$ cat src/rtl/mr_fetch_controller.sv
// ---------------------------------------------------------------------------
// mr_fetch_controller : instruction fetch sequencer with branch redirection
// Rev 1.0
// ---------------------------------------------------------------------------
`timescale 1ns/1ps
`default_nettype none

module mr_fetch_controller (
  input  logic        clk,
  input  logic        rst,
  input  logic        run,
  input  logic [15:0] pc,
  output logic        pc_ena,
  output logic        pc_st,
  output logic [15:0] pc_addr,
  output logic        mem_req,
  output logic [15:0] mem_addr,
  input  logic        mem_ack,
  input  logic [15:0] mem_data,
  output logic [15:0] ir,
  output logic        ir_valid,
  input  logic        ir_ready,
  input  logic        br_req,
  input  logic [15:0] br_addr,
  output logic        busy,
  output logic [15:0] fetch_cnt
);

  typedef enum logic [1:0] {
    S_IDLE    = 2'd0,
    S_REQ     = 2'd1,
    S_DELIVER = 2'd2,
    S_LOAD    = 2'd3
  } state_t;

  state_t      r_state;
  state_t      w_next;
  logic [15:0] r_ir;
  logic        r_br_pend;
  logic [15:0] r_br_addr;
  logic [15:0] r_fetch_cnt;

  logic        w_ir_load;
  logic        w_handshake;
  logic        w_br_take;

  // A branch arriving during the load cycle would be lost anyway; ignore it.
  assign w_br_take   = br_req && (r_state != S_LOAD);
  assign w_handshake = ir_valid && ir_ready;

  assign mem_addr  = pc;
  assign busy      = (r_state != S_IDLE);
  assign ir        = r_ir;
  assign fetch_cnt = r_fetch_cnt;

  always_comb begin
    w_next    = r_state;
    pc_ena    = 1'b0;
    pc_st     = 1'b0;
    pc_addr   = 16'h0000;
    mem_req   = 1'b0;
    ir_valid  = 1'b0;
    w_ir_load = 1'b0;
    case (r_state)
      S_IDLE: begin
        if (r_br_pend) begin
          w_next = S_LOAD;
        end else if (run) begin
          w_next = S_REQ;
        end
      end
      S_REQ: begin
        mem_req = 1'b1;
        if (mem_ack) begin
          // A word fetched under a pending redirect belongs to the old path.
          if (r_br_pend || br_req) begin
            w_next = S_LOAD;
          end else begin
            pc_ena    = 1'b1;
            w_ir_load = 1'b1;
            w_next    = S_DELIVER;
          end
        end
      end
      S_DELIVER: begin
        ir_valid = !r_br_pend;
        if (r_br_pend) begin
          w_next = S_LOAD;
        end else if (ir_ready) begin
          if (br_req) begin
            w_next = S_LOAD;
          end else if (run) begin
            w_next = S_REQ;
          end else begin
            w_next = S_IDLE;
          end
        end
      end
      S_LOAD: begin
        pc_ena  = 1'b1;
        pc_st   = 1'b1;
        pc_addr = r_br_addr;
        w_next  = run ? S_REQ : S_IDLE;
      end
      default: begin
        w_next = S_IDLE;
      end
    endcase
  end

  always_ff @(posedge clk or posedge rst) begin
    if (rst) begin
      r_state <= S_IDLE;
    end else begin
      r_state <= w_next;
    end
  end

  always_ff @(posedge clk or posedge rst) begin
    if (rst) begin
      r_ir <= 16'h0000;
    end else if (w_ir_load) begin
      r_ir <= mem_data;
    end
  end

  always_ff @(posedge clk or posedge rst) begin
    if (rst) begin
      r_br_pend <= 1'b0;
      r_br_addr <= 16'h0000;
    end else if (r_state == S_LOAD) begin
      r_br_pend <= 1'b0;
    end else if (w_br_take) begin
      r_br_pend <= 1'b1;
      r_br_addr <= br_addr;
    end
  end

  always_ff @(posedge clk or posedge rst) begin
    if (rst) begin
      r_fetch_cnt <= 16'h0000;
    end else if (w_handshake) begin
      r_fetch_cnt <= r_fetch_cnt + 16'd1;
    end
  end

endmodule

`default_nettype wire

$ cat config.mk
export PLATFORM = sky130hd
export DESIGN_NAME = mr_fetch_controller
export DESIGN_NICKNAME = d
export VERILOG_FILES = /design/src/rtl/mr_fetch_controller.sv
export SDC_FILE = /design/constraint.sdc
export NUM_CORES = 1
export LEC_CHECK = 0
export BUFFER_PORTS_ARGS = -buffer_cell sky130_fd_sc_hd__buf_2
export CAP_MARGIN = 40
export CORE_MARGIN = 3
export CORE_UTILIZATION = 41
export DETAILED_ROUTE_END_ITERATION = 10
export GPL_ROUTABILITY_DRIVEN = 1
export PLACE_DENSITY = 0.72
export RECOVER_POWER = 25
export SETUP_SLACK_MARGIN = 0.5
export SYNTH_ARGS = -nofsm -noshare
export SYNTH_HDL_FRONTEND = slang
export SYNTH_SLANG_ARGS = --single-unit
$ cat constraint.sdc
create_clock -name clk -period 1.5 [get_ports clk]
set_input_delay 0.15 -clock clk [delete_from_list [all_inputs] [get_ports clk]]
set_output_delay 0.15 -clock clk [all_outputs]
set_load 0.01 [all_outputs]
* Yosys cells after proc, flatten, opt, wreduce, memory -nomap -nowiden
Cells that the tools add are included.
** Word-level totals
- Register bits :: 51
- Input port bits :: 54
- Output and inout bits :: 69
- Word-level logic and storage cells :: 42
** Operators by class
- $add $sub $neg :: 1
- Equal/unequal tests :: 7
- Muxes and demuxes :: 19
- Bitwise logic cells :: 1
- Reductions and logical operators :: 9
** Operators with widths (number)
- 16-bit by 1-bit adder with 16-bit output (second input constant) :: 1
- 16-bit two-way mux :: 1
- 2-bit two-way mux :: 6
- 1-bit two-way mux :: 10
- 2-bit case mux with 4 select lines :: 1
- 3-bit != test (second input constant) :: 2
- 2-bit equality test (second input constant) :: 2
- 2-bit != test (second input constant) :: 2
- 2-bit nonzero test :: 2
- 3-bit AND reduction :: 1
- 2-bit by 1-bit equality test with 1-bit output (second input constant) :: 1
- 1-bit logical AND :: 2
- 2-bit logical NOT :: 1
- 1-bit case mux with 2 select lines :: 1
- 2-bit AND reduction :: 1
- 1-bit logical NOT :: 1
- 1-bit logical OR :: 1
- 1-bit inverter :: 1

* Depth between registers and ports, before layout
- Word-level depth :: 5
- Mapped depth :: 6
- Depth with buffers taken out :: 4

* Least setup slack after synthesis
OpenSTA, ideal clock, no wires.
- Path type :: register -> register
- From :: reg r_state[1]
- To :: reg r_br_addr[0]
- Setup time :: 0.125 ns
- Arrival time :: 1.375 ns
- Setup slack :: 0.000 ns
- Stages on the path, launching flop included :: 7
- Path buffers :: 3
- Period minus slack after synthesis :: 1.500 ns
- Path through :: dfrtp_1 > buf_6 > and2_4 > nor2b_1 > buf_6 > buf_6 > mux2_4
** Between the ends
- Word-level cells in the longest chain between the ends :: 3
- Elaborated cells between the ends (all ways) :: 5
- Classes of those cells :: eq/ne: 2; bitwise: 1; reduce/logical: 2
** Ends and longest elaborated chain
- from (decl) :: RTL line 36 : state_t r_state;
- from (signal assigned) :: RTL line 115 : r_state <= w_next;
- 2-bit != test / 2-bit equality test (equally long branches) :: RTL line 48, 131
- 1-bit logical AND / 1-bit inverter (equally long branches)
- 2-bit AND reduction (no line) *
- to (signal assigned) :: RTL line 135 : r_br_addr <= br_addr;
- to (decl) :: RTL line 40 : logic [15:0] r_br_addr;
Every way passes the cells marked *; elsewhere a longest branch is shown, timed or not.
A chain may end at the register's enable or synchronous reset.

* Final worst setup path
- From :: reg r_state[1]
- To :: reg r_ir[7], in the netlist ir[7]
** Between the ends
- Word-level cells in the longest chain between the ends :: 2
** Ends and longest elaborated chain
- 2-bit by 1-bit equality test with 1-bit output :: RTL line 64 : case (r_state)
- 1-bit two-way mux :: RTL line 64
- to (signal assigned) :: RTL line 123 : r_ir <= mem_data;
- to (decl) :: RTL line 38 : logic [15:0] r_ir;
Every way passes these cells.

==> metrics.md <==
| Metric | Value |
|---|---|
| Non-Filler Instances | 387 |
| Crit path top cell by count | buf_6 |
| Via count | 1891 |
| Clk pwr share | 12.6% |
| Num rows | 27 |
| Internal reg-to-reg setup slack | -0.01 ns |
| Crit end category | register |
| Crit path DAT | 1.72 ns |
| Port-buffer cells | 90 |
| Fin worst setup slack | -0.0132 ns |
| Final Critical Period | 1.51 ns |
| Clk sink count | 51 |
| Worst hold path type | in2reg |
| Post-synth top cells | dfrtp_1 (51), mux2_4 (20), buf_4 (17), and3_1 (16), xnor2_1 (13) |
| Setup Skew | 0.00970 ns |
| Dpl cell area | 2990 sq um |
| GR Layer Usage met1 | 22.1% |
| Required @ worst endpoint | 1.71 ns |
| Met3 GRT Util | 4.94% |
| Post-DR vias/cell | 4.89 |
| Aggregate negative setup slack | -0.0485 ns |
| Maxcap violations | 0 |
| Initial antenna violation count | 0 |
| H-tree Lvls | 2 |
| Final core occ | 68.5% |
| Final max-slew violation count | 0 |
| Setup crit start kind | register |
| CP Launch Point | r_state[1]$_DFFE_PP0P_ |
| CTS root buf | clkbuf_8 |
| GRT Total Usage | 17.7% |
| Fin. Hold Viols | 0 |
| YS warnings | 0 |
| Syn_area_per_cell | 13.3 sq um |
| Pin count of the biggest net entering global routing | 52 |
| Final HPWL DP | 3760 um |
| Met2 Use GR | 29.3% |
| Fraction of layout cells with a size suffix above 1 | 74.3% |
| Top cell type by total area after synthesis | dfrtp_1 |
| Post-synthesis cell type count | 34 |
| Failing checks | negative setup slack |
| Area share of the leading cell type in the synthesized netlist | 51.7% |
| Synth Cell Area | 2470 sq um |
| Worst Path Max Fanout | 10 |
| Post-synthesis cell count | 186 |
| TritonCTS clock tree | built |
| Power per cell area | 1690 nW/um^2 |
| Num CTS Buffers | 5 |
| Crit Reg-Reg Startpoint | r_state[1]$_DFFE_PP0P_ |
| Layout net count | 369 |
| Seq pwr share | 32.7% |
| Post-synth EDFFs | 0 |
| Sw frac | 32.1% |
| Core ar. | 5680 sq um |
| Critical path, cell by cell | buf_6 -> buf_6 -> nor2b_4 -> nand3_4 -> buf_12 -> mux2_4 |
| Die area | 6980 sq um |
| Drt pass-1 iters | 4 |
| Hold path depth | 2 |
| Chip height | 83.6 um |
| Rel. slew slack | 54.3% |
| Final period util | 101% |
| GRT Residual Overflow | 0 |
| Post-Route WL | 6370 um |
| GPL Wtd Cong | 0.826 |
| Max VDD drop | 1040 uV |
| RSZ-0062 raised after global routing | yes |
| Placed Cells | 337 |
| # fillers | 406 |
| Status | complete, but fails checks |
| P_int | 4.47 mW |
| R2R depth | 6 |
| Part of the power in combinational logic | 54.6% |
| Slowest-stage cell, CP | dfrtp_1 |
| Clock Latency Late Sink | 0.31 ns |
| Die W | 83.6 um |
| Clock transition at path regs | 0.10 ns |
| Psw | 2.12 mW |
| Final ANT Viol Nets | 0 |
| Number of global-route vias before repair | 1943 |
| Antenna cells | 0 |
| DRC Markers | 0 |
| Routed WL per cell | 16.5 um |
| Main synth FF type | dfrtp_1 |
| Worst-margin pin slew | 0.686 ns |
| Setup violators final | 8 |
| Reg area | 1280 sq um |
| Initial Util | 43.5% |
| Capture point of the worst path | ir[7]$_DFFE_PP0P_ |
| Leakage | 1.99 nW |
| Sequential share of the synthesized area | 51.7% |
| Global-route wire length before repair | 9880 um |
| FF-to-FF End | ir[7]$_DFFE_PP0P_ |
| I/O pins | 123 |
| Area delta synth->final | 57.5% |
| Area of the multi-input gates | 1220 sq um |
| Post-synthesis register bit count | 51 |
| Most common cell in the netlist | dfrtp_1 |
| Max Root-Sink Buffers | 2 |
| Total power | 6.58 mW |
| Fin area | 3890 sq um |
| Area contributors post-synth | dfrtp_1 (52%), mux2_4 (12%), buf_4 (5.2%) |
| Ys async rst share | 100% |
| Worst setup path class | reg2reg |
| Max Freq | 661 MHz |
| Critical path's largest stage delay | 0.40 ns |
| Most Crowded Layer GR | met2 |
| 1st-iter DRT viols | 54 |
| Mapped Nets | 241 |
==> per-stage QoR <==
step	worst slack [ns]	hold WS [ns]
after floorplan	0.0132	0.199
after global placement	0.0788	0.243
after detailed placement	0.0365	0.247
after CTS	0.00594	0.0470
after global routing	-0.0487	0.0383
final	-0.0132	0.0567
==> how the worst min path moves through the flow <==
stage	from	endpoint	slack, ns
after detailed placement	rst	ir[8]$_DFFE_PP0P_	0.25
final	br_addr[7]	r_br_addr[7]$_DFFE_PP0P_	0.06
after floorplan	rst	fetch_cnt[0]$_DFFE_PP0P_	0.20
after global routing	br_addr[1]	r_br_addr[1]$_DFFE_PP0P_	0.04
after global placement	rst	ir[8]$_DFFE_PP0P_	0.24
after CTS	br_addr[9]	r_br_addr[9]$_DFFE_PP0P_	0.05
==> cell type report <==
class / count / area share, %
sequential: 51 / 33.0
multi-input combinational: 108 / 31.4
timing repair buffer: 146 / 30.6
tap: 72 / 2.32
clock buffer: 5 / 1.77
clock inverter: 3 / 0.612
inverter: 2 / 0.290
==> routing by layer <==
| metal | wire [um] | vias to the layer above |
|---|---|---|
| met5 | 0 | - |
| met3 | 381 | 16 |
| met2 | 3400 | 64 |
| li1 | - | 880 |
| met1 | 2460 | 931 |
| met4 | 129 | 0 |
==> sequential cells by signal (all words and copies together), names as in the netlist <==
| register | count |
|---|---|
| r_br_addr | 16 |
| r_state | 2 |
| fetch_cnt | 16 |
| r_br_pend | 1 |
| ir | 16 |
==> cells in the final DEF, fill, tap and decap left out, types with 2 or more instances in the layout <==
cell type / instances
and3_4: 16
and4_4: 2
buf_12: 3
buf_16: 2
buf_2: 62
buf_4: 30
buf_6: 46
clkbuf_8: 5
clkinvlp_4: 3
dfrtp_1: 46
dfrtp_2: 5
mux2_1: 2
mux2_2: 6
mux2_4: 26
nand2_1: 3
nand3_1: 3
nand3_2: 3
nand4_1: 4
nor2_1: 3
nor2_4: 2
nor2b_4: 2
xnor2_1: 9
xnor2_2: 4
xor2_1: 2
==> cells by family (layout without fill, tap and decap cells) <==
family / after synthesis / after routing / share of synthesized area [%]
simple gates: 52 / 52 / 14.4
xor+xnor: 15 / 15 / 5.32
mux: 35 / 35 / 19.0
buf+inv: 27 / 156 / 7.91
flops: 51 / 51 / 51.7
compound gates: 5 / 5 / 1.17
fa+ha+maj: 1 / 1 / 0.507
==> repair_timing <==
| item | 4_1_cts | 5_1_grt |
|---|---|---|
| resized for setup | 64 | 34 |
| endpoints found under the setup margin | 93 | 104 |
| hold buffers | 1 | 0 |
| cloned | 2 | 0 |
| setup buffers | 23 | 16 |
| hold endpoints to repair | 51 | 0 |
| pin swaps | 15 | 10 |
==> power groups by stage <==
stage,registers (mW),clock network (mW),logic [mW]
after global routing,2.22,0.925,3.82
after floorplan,2.22,0,1.36
after detailed placement,2.13,0,2.22
after CTS,2.13,0.849,3.26
final,2.16,0.830,3.60
after global placement,2.11,0,2.18
==> critical path: cells and delay by family (launching register included) <==
family,cells,cell delay (ns)
multiplexers,1,0.30
AND/OR/NAND/NOR,2,0.24
flip-flops,1,0.40
buffers and inverters,3,0.45
No activity file was read; power rests on OpenSTA's default activity.
